===== src/rtl/fifo_dma_drain_ctrl.sv =====
// -----------------------------------------------------------------------------
// fifo_dma_drain_ctrl
//
// Drains the parser-output FIFO into a circular buffer in memory. Words are
// popped one at a time and issued as word-addressed write beats, grouped into
// bursts of up to BURST_LEN beats. A burst closes early only when flush is
// high and the FIFO runs dry; otherwise a partial burst is held open in FETCH
// until more data arrives.
//
// Handshake: a beat is transferred on a rising clk edge where o_mem_req and
// i_mem_ack are both high. o_mem_addr/o_mem_wdata/o_mem_last are held stable
// while o_mem_req is high; i_mem_ack is ignored while o_mem_req is low. The
// FIFO is popped by o_fifo_rd_en (never raised while i_fifo_empty is high);
// i_fifo_rdata is valid the cycle after the pop.
//
// Ports:
//   clk              clock
//   rst              asynchronous, active-low reset
//   i_enable         permits starting new bursts (checked only at beat 0)
//   i_flush          permits closing a partial burst when the FIFO runs dry
//   i_fifo_empty     FIFO empty flag
//   i_fifo_rdata     FIFO read data
//   o_fifo_rd_en     FIFO pop request (combinational)
//   o_mem_req        write beat valid
//   o_mem_addr       beat word address (BASE_ADDR + circular offset)
//   o_mem_wdata      beat data
//   o_mem_last       final beat of the burst
//   i_mem_ack        beat accepted by memory
//   o_busy           high whenever the FSM is not IDLE
//   o_words_written  count of acked beats (wraps at 2^16)
//   o_bursts_done    count of acked beats with o_mem_last set (wraps at 2^16)
//   o_state          current FSM state (0 IDLE, 1 FETCH, 2 WAIT_DATA, 3 SEND)
// -----------------------------------------------------------------------------
module fifo_dma_drain_ctrl #(
  parameter int WIDTH      = 32,
  parameter int BURST_LEN  = 4,
  parameter int ADDR_WIDTH = 16,
  parameter int BASE_ADDR  = 0,
  parameter int BUF_WORDS  = 256
) (
  input  logic                  clk,
  input  logic                  rst,
  input  logic                  i_enable,
  input  logic                  i_flush,
  input  logic                  i_fifo_empty,
  input  logic [WIDTH-1:0]      i_fifo_rdata,
  output logic                  o_fifo_rd_en,
  output logic                  o_mem_req,
  output logic [ADDR_WIDTH-1:0] o_mem_addr,
  output logic [WIDTH-1:0]      o_mem_wdata,
  output logic                  o_mem_last,
  input  logic                  i_mem_ack,
  output logic                  o_busy,
  output logic [15:0]           o_words_written,
  output logic [15:0]           o_bursts_done,
  output logic [1:0]            o_state
);

  localparam int BEAT_W = $clog2(BURST_LEN);
  localparam logic [BEAT_W-1:0]     LAST_BEAT = BEAT_W'(BURST_LEN - 1);
  localparam logic [BEAT_W-1:0]     BEAT_ONE  = BEAT_W'(1);
  // BUF_WORDS is a power of two, so the circular wrap is a simple mask.
  localparam logic [ADDR_WIDTH-1:0] OFF_MASK  = ADDR_WIDTH'(BUF_WORDS - 1);
  localparam logic [ADDR_WIDTH-1:0] OFF_ONE   = ADDR_WIDTH'(1);
  localparam logic [ADDR_WIDTH-1:0] BASE      = ADDR_WIDTH'(BASE_ADDR);

  typedef enum logic [1:0] {
    S_IDLE      = 2'd0,
    S_FETCH     = 2'd1,
    S_WAIT_DATA = 2'd2,
    S_SEND      = 2'd3
  } state_t;

  state_t                r_state;
  logic [BEAT_W-1:0]     r_beat;
  logic [ADDR_WIDTH-1:0] r_offset;
  logic                  r_mem_req;
  logic [ADDR_WIDTH-1:0] r_mem_addr;
  logic [WIDTH-1:0]      r_mem_wdata;
  logic                  r_mem_last;
  logic                  r_busy;
  logic [15:0]           r_words;
  logic [15:0]           r_bursts;

  logic w_start_ok;
  logic w_fifo_rd_en;
  logic w_ack;

  // A new burst needs enable; a burst already under way (beat != 0) keeps
  // popping regardless of enable.
  assign w_start_ok   = i_enable & ~i_fifo_empty;
  assign w_fifo_rd_en = (r_state == S_FETCH) & ~i_fifo_empty &
                        ((r_beat != '0) | i_enable);
  assign w_ack        = r_mem_req & i_mem_ack;

  always_ff @(posedge clk or negedge rst) begin
    if (!rst) begin
      r_state     <= S_IDLE;
      r_beat      <= '0;
      r_offset    <= '0;
      r_mem_req   <= 1'b0;
      r_mem_addr  <= '0;
      r_mem_wdata <= '0;
      r_mem_last  <= 1'b0;
      r_busy      <= 1'b0;
      r_words     <= '0;
      r_bursts    <= '0;
    end else begin
      case (r_state)
        S_IDLE: begin
          if (w_start_ok) begin
            r_state <= S_FETCH;
            r_busy  <= 1'b1;
          end
        end

        S_FETCH: begin
          if (w_fifo_rd_en) begin
            r_state <= S_WAIT_DATA;
          end else if (r_beat == '0) begin
            // Nothing committed yet: give up and return to IDLE.
            r_state <= S_IDLE;
            r_busy  <= 1'b0;
          end
          // beat != 0 with an empty FIFO: hold the burst open here.
        end

        S_WAIT_DATA: begin
          r_mem_wdata <= i_fifo_rdata;
          r_mem_addr  <= BASE + r_offset;
          // i_fifo_empty here already reflects the pop just made, so
          // "flush & empty" means this word is the last one available.
          r_mem_last  <= (r_beat == LAST_BEAT) | (i_flush & i_fifo_empty);
          r_mem_req   <= 1'b1;
          r_state     <= S_SEND;
        end

        S_SEND: begin
          if (w_ack) begin
            r_mem_req <= 1'b0;
            r_offset  <= (r_offset + OFF_ONE) & OFF_MASK;
            r_words   <= r_words + 16'd1;
            if (r_mem_last) begin
              r_beat   <= '0;
              r_bursts <= r_bursts + 16'd1;
              if (w_start_ok) begin
                r_state <= S_FETCH;
              end else begin
                r_state <= S_IDLE;
                r_busy  <= 1'b0;
              end
            end else begin
              r_beat  <= r_beat + BEAT_ONE;
              r_state <= S_FETCH;
            end
          end
        end

        default: begin
          r_state <= S_IDLE;
          r_busy  <= 1'b0;
        end
      endcase
    end
  end

  assign o_fifo_rd_en    = w_fifo_rd_en;
  assign o_mem_req       = r_mem_req;
  assign o_mem_addr      = r_mem_addr;
  assign o_mem_wdata     = r_mem_wdata;
  assign o_mem_last      = r_mem_last;
  assign o_busy          = r_busy;
  assign o_words_written = r_words;
  assign o_bursts_done   = r_bursts;
  assign o_state         = r_state;

endmodule


===== config.mk =====
export PLATFORM = sky130hd
export DESIGN_NAME = fifo_dma_drain_ctrl
export DESIGN_NICKNAME = d
export VERILOG_FILES = /design/src/rtl/fifo_dma_drain_ctrl.sv
export SDC_FILE = /design/constraint.sdc
export NUM_CORES = 1
export LEC_CHECK = 0
export ABC_AREA = 1
export CAP_MARGIN = 5
export CELL_PAD_IN_SITES_DETAIL_PLACEMENT = 1
export CELL_PAD_IN_SITES_GLOBAL_PLACEMENT = 2
export CORE_MARGIN = 4
export CORE_UTILIZATION = 27
export CTS_CLUSTER_SIZE = 14
export DETAILED_ROUTE_END_ITERATION = 8
export MAX_ROUTING_LAYER = met4
export PLACE_DENSITY = 0.85
export SLEW_MARGIN = 20
export SYNTH_ARGS = -nofsm -noshare
export SYNTH_HDL_FRONTEND = slang
export SYNTH_SLANG_ARGS = --single-unit

===== constraint.sdc =====
create_clock -name clk -period 1.8 [get_ports clk]
set_clock_uncertainty 0.1 [all_clocks]
set_input_delay 0.54 -clock clk [delete_from_list [all_inputs] [get_ports clk]]
set_output_delay 0.54 -clock clk [all_outputs]
set_load 0.03 [all_outputs]

==> results of run 1 <==
==> stage by stage <==
stage	hold WS (ns)	setup TNS, ns	cell area (sq um)	total power, mW	setup slack [ns]
after floorplan	0.144	0	3950	5.42	0.0329
after global placement	0.354	-8.05	5620	7.34	-0.370
after detailed placement	0.363	-9.43	5620	7.50	-0.397
after CTS	0.0886	-0.264	5890	9.05	-0.264
after global routing	0.0929	-0.348	5940	9.67	-0.348
final	0.0779	-0.284	5940	8.99	-0.284
==> final timing paths <==
path                                  from         endpoint  slack [ns]  cells after the start
max in group asynchronous              rst  o_mem_wdata[11]        1.20                      2
setup reg to reg                 r_beat[1]           o_busy        0.12                     10
hold / removal                         rst  o_mem_wdata[20]        0.08                      2
min in group clk           o_mem_wdata[30]  o_mem_wdata[30]        0.37                      2
setup / recovery              i_fifo_empty     o_fifo_rd_en       -0.28                      5
hold reg to reg            o_mem_wdata[30]  o_mem_wdata[30]        0.37                      2
==> cell type report <==
type / instances / area share
timing repair buffer: 167 / 0.264
multi-input combinational: 313 / 0.257
inverter: 44 / 0.0282
clock inverter: 6 / 0.00759
tap: 180 / 0.0379
sequential: 87 / 0.367
clock buffer: 9 / 0.0379
==> power by group through the flow <==
stage               Clock, mW  Sequential, mW  Combinational, mW
floorplan                   0            4.18               1.24
global placement            0            3.06               4.28
detailed placement          0            3.10               4.40
CTS                      1.82            3.06               4.17
global route             1.92            3.16               4.59
finish                   1.73            3.05               4.20
==> flip-flops by register name, summed over array words and instances (netlist names), 2 cells and up, named ones only <==
name	cells
o_bursts_done	16
r_beat	2
o_mem_wdata	32
o_mem_addr	8
r_offset	8
o_words_written	16
==> cells in the final DEF (no fill, tap or decap), types with 5 or more instances in the layout <==
| cell type | count |
|---|---|
| clkbuf_2 | 5 |
| conb_1 | 8 |
| nand3_1 | 21 |
| inv_1 | 39 |
| o21ai_0 | 15 |
| nand2_1 | 180 |
| nor2_4 | 5 |
| clkdlybuf4s15_1 | 19 |
| xnor2_1 | 9 |
| dfrtp_1 | 86 |
| nand4_1 | 9 |
| clkdlybuf4s50_1 | 34 |
| nand2_2 | 5 |
| clkbuf_16 | 9 |
| nor2_1 | 26 |
| buf_12 | 10 |
| buf_4 | 54 |
| xor2_1 | 18 |
| dlygate4sd2_1 | 40 |
==> metal layers <==
metal	GRT usage	wire length, um
met5	-	0
met3	0.0390	527
met4	0.0463	141
met2	0.242	5720
met1	0.165	4600
==> repair_timing <==
action	in CTS	in global routing
hold buffers	0	0
buffers inserted	7	4
resized for setup	82	31
endpoints found under the setup margin	71	37
pin swaps	3	3
==> synthesized netlist by cell type, drive strengths merged <==
library cell,number
o211ai,1
conb,1
o21ai,15
nand4,10
nand2,185
dfrtp,87
xor2,18
nand3,22
a21oi,2
buf,12
nor2,33
nor3,4
inv,44
ha,5
nand3b,1
xnor2,9
clkbuf,6
==> cells by family after synthesis <==
kind of cell	after synthesis
and+or+nand+nor	255
DFF	87
buffers and inverters	62
xor gates and xnor gates	27
AOI/OAI and AO/OA	18
adders and majority gates	5
other	1
==> impl_metrics.py, run 1 <==
metrics = {
    "status": {
        "status": "complete, but fails checks",
        "violations": "negative setup slack",
    },
    "synth": {
        "syn_area_per_cell_sq_um": 8.62,
        "synth.largest_area_cell": "dfrtp_1",
        "yosysWarnings": 0,
        "syn_area_sq_um": 3920,
        "ys_seq_area_frac": 0.555,
        "yosys.cell_types.count": 25,
        "synth_compound_area_frac": 0.0236,
        "ys_top_cells_by_area": "dfrtp_1 (56%), nand2_1 (17%), inv_1 (4.0%), xor2_1 (4.0%), nand3_1 (2.7%)",
        "synthSimpleGateAreaFrac": 0.274,
        "synth_top_family_by_area": "simple AND/OR/NAND/NOR gates",
        "synth_top_cell_area_share": 0.555,
        "syn_inst": 455,
        "muxShareOfSynthArea": 0,
        "ys_seq_elements": 87,
        "synth_adder_area_share": 0.0160,
        "synth-xor-area-share": 0.0603,
    },
    "pwr": {
        "power_frac_comb": 0.468,
        "swShare": 0.434,
        "p_int_mw": 5.09,
        "switching_power_mw": 3.90,
        "leakage_nw": 3.10,
        "clkPwrFrac": 0.193,
        "peakVddDrop_mv": 0.619,
        "pwr_density_cell_nw_per_um2": 1510,
        "p_seq_frac": 0.340,
    },
    "critical_path": {
        "max_stage_delay_ns": 0.48,
        "critical_path_peak_fanout": 2,
        "required_ns": 1.16,
        "critPathLaunchType": "input port",
        "path_delay_family": "buffers and inverters",
        "path_class": "input port to primary output",
        "cp-end-kind": "primary output",
        "critPathMostFrequentCell": "inv_1",
        "worst_ep_arrival_time_ns": 1.44,
        "crit_buf_inv": 4,
        "cpMaxStageDelayCell": "clkdlybuf4s50_1",
        "crit_chain": "clkdlybuf4s50_1, inv_1, o211ai_1, inv_1, buf_6",
    },
    "floorplan": {
        "fp.dieW_um": 129,
        "dieArea_sq_um": 16500,
        "ios": 124,
        "die_y_um": 129,
        "core.rowCount": 43,
        "start_util": 0.279,
        "core_sq_um": 14000,
    },
    "timing": {
        "finalHoldViolCount": 0,
        "timing.final.crit_share": 1.16,
        "slew_viol_final": 0,
        "rsz0062_at_grt": "true",
        "setup_viol": 1,
        "clock.fmax_mhz": 480,
        "timing.final.ws_setup_ns": -0.284,
        "fin_crit_ns": 2.08,
    },
    "clock_tree": {
        "clock-sinks": 87,
        "clk_pin_slew_ns": 0.06,
        "cts_tree": "built",
        "insertion_delay_ns": 0.34,
        "htree_levels": 3,
        "clockBufferDepth": 2,
        "cts-root-buf": "clkbuf_16",
        "cts-buffers-inserted": 9,
    },
    "detailed_routing": {
        "wl_per_cell_um": 13.6,
        "dr.pass1.iters": 4,
        "vias": 3491,
        "viasPerCell": 4.33,
        "ant_nets": 0,
        "drcViolationCount": 0,
        "routed_wl_mm": 11.0,
        "first_iter_violations": 130,
    },
    "layout": {
        "drive_gt1_frac": 0.173,
        "syn2layout_area_growth_pct": 51.4,
        "fin_cells": 806,
        "regArea_sq_um": 2180,
        "nNetsFinal": 665,
        "utilization": 0.423,
        "n_antenna_cell": 0,
        "fillers": 1683,
        "multi_input_area_sq_um": 1530,
    },
    "global_routing": {
        "grt_antenna_before_repair": 0,
        "overflow": 0,
        "groute.usage.overall": 0.143,
        "grt_start_max_net_pins": 59,
        "first_global_vias": 3785,
        "grt_pass1_wl_mm": 18.2,
    },
    "place": {
        "dp_cells": 780,
        "place_congestion": 0.808,
        "place.port_buffers": 115,
        "post-dp-hpwl_mm": 8.17,
    },
    "run": {
        "drv_cap": 0,
    },
    "hold_path": {
        "hold_path.class": "input port to async pin",
    },
}
Power figures use the tool's default switching activity.
==> run 2: changes to the inputs <==
- GPL_ROUTABILITY_DRIVEN: not set -> 0
==> results of run 2 <==
Same layout as run 1: the final DEF is identical, and so are final timing and power.
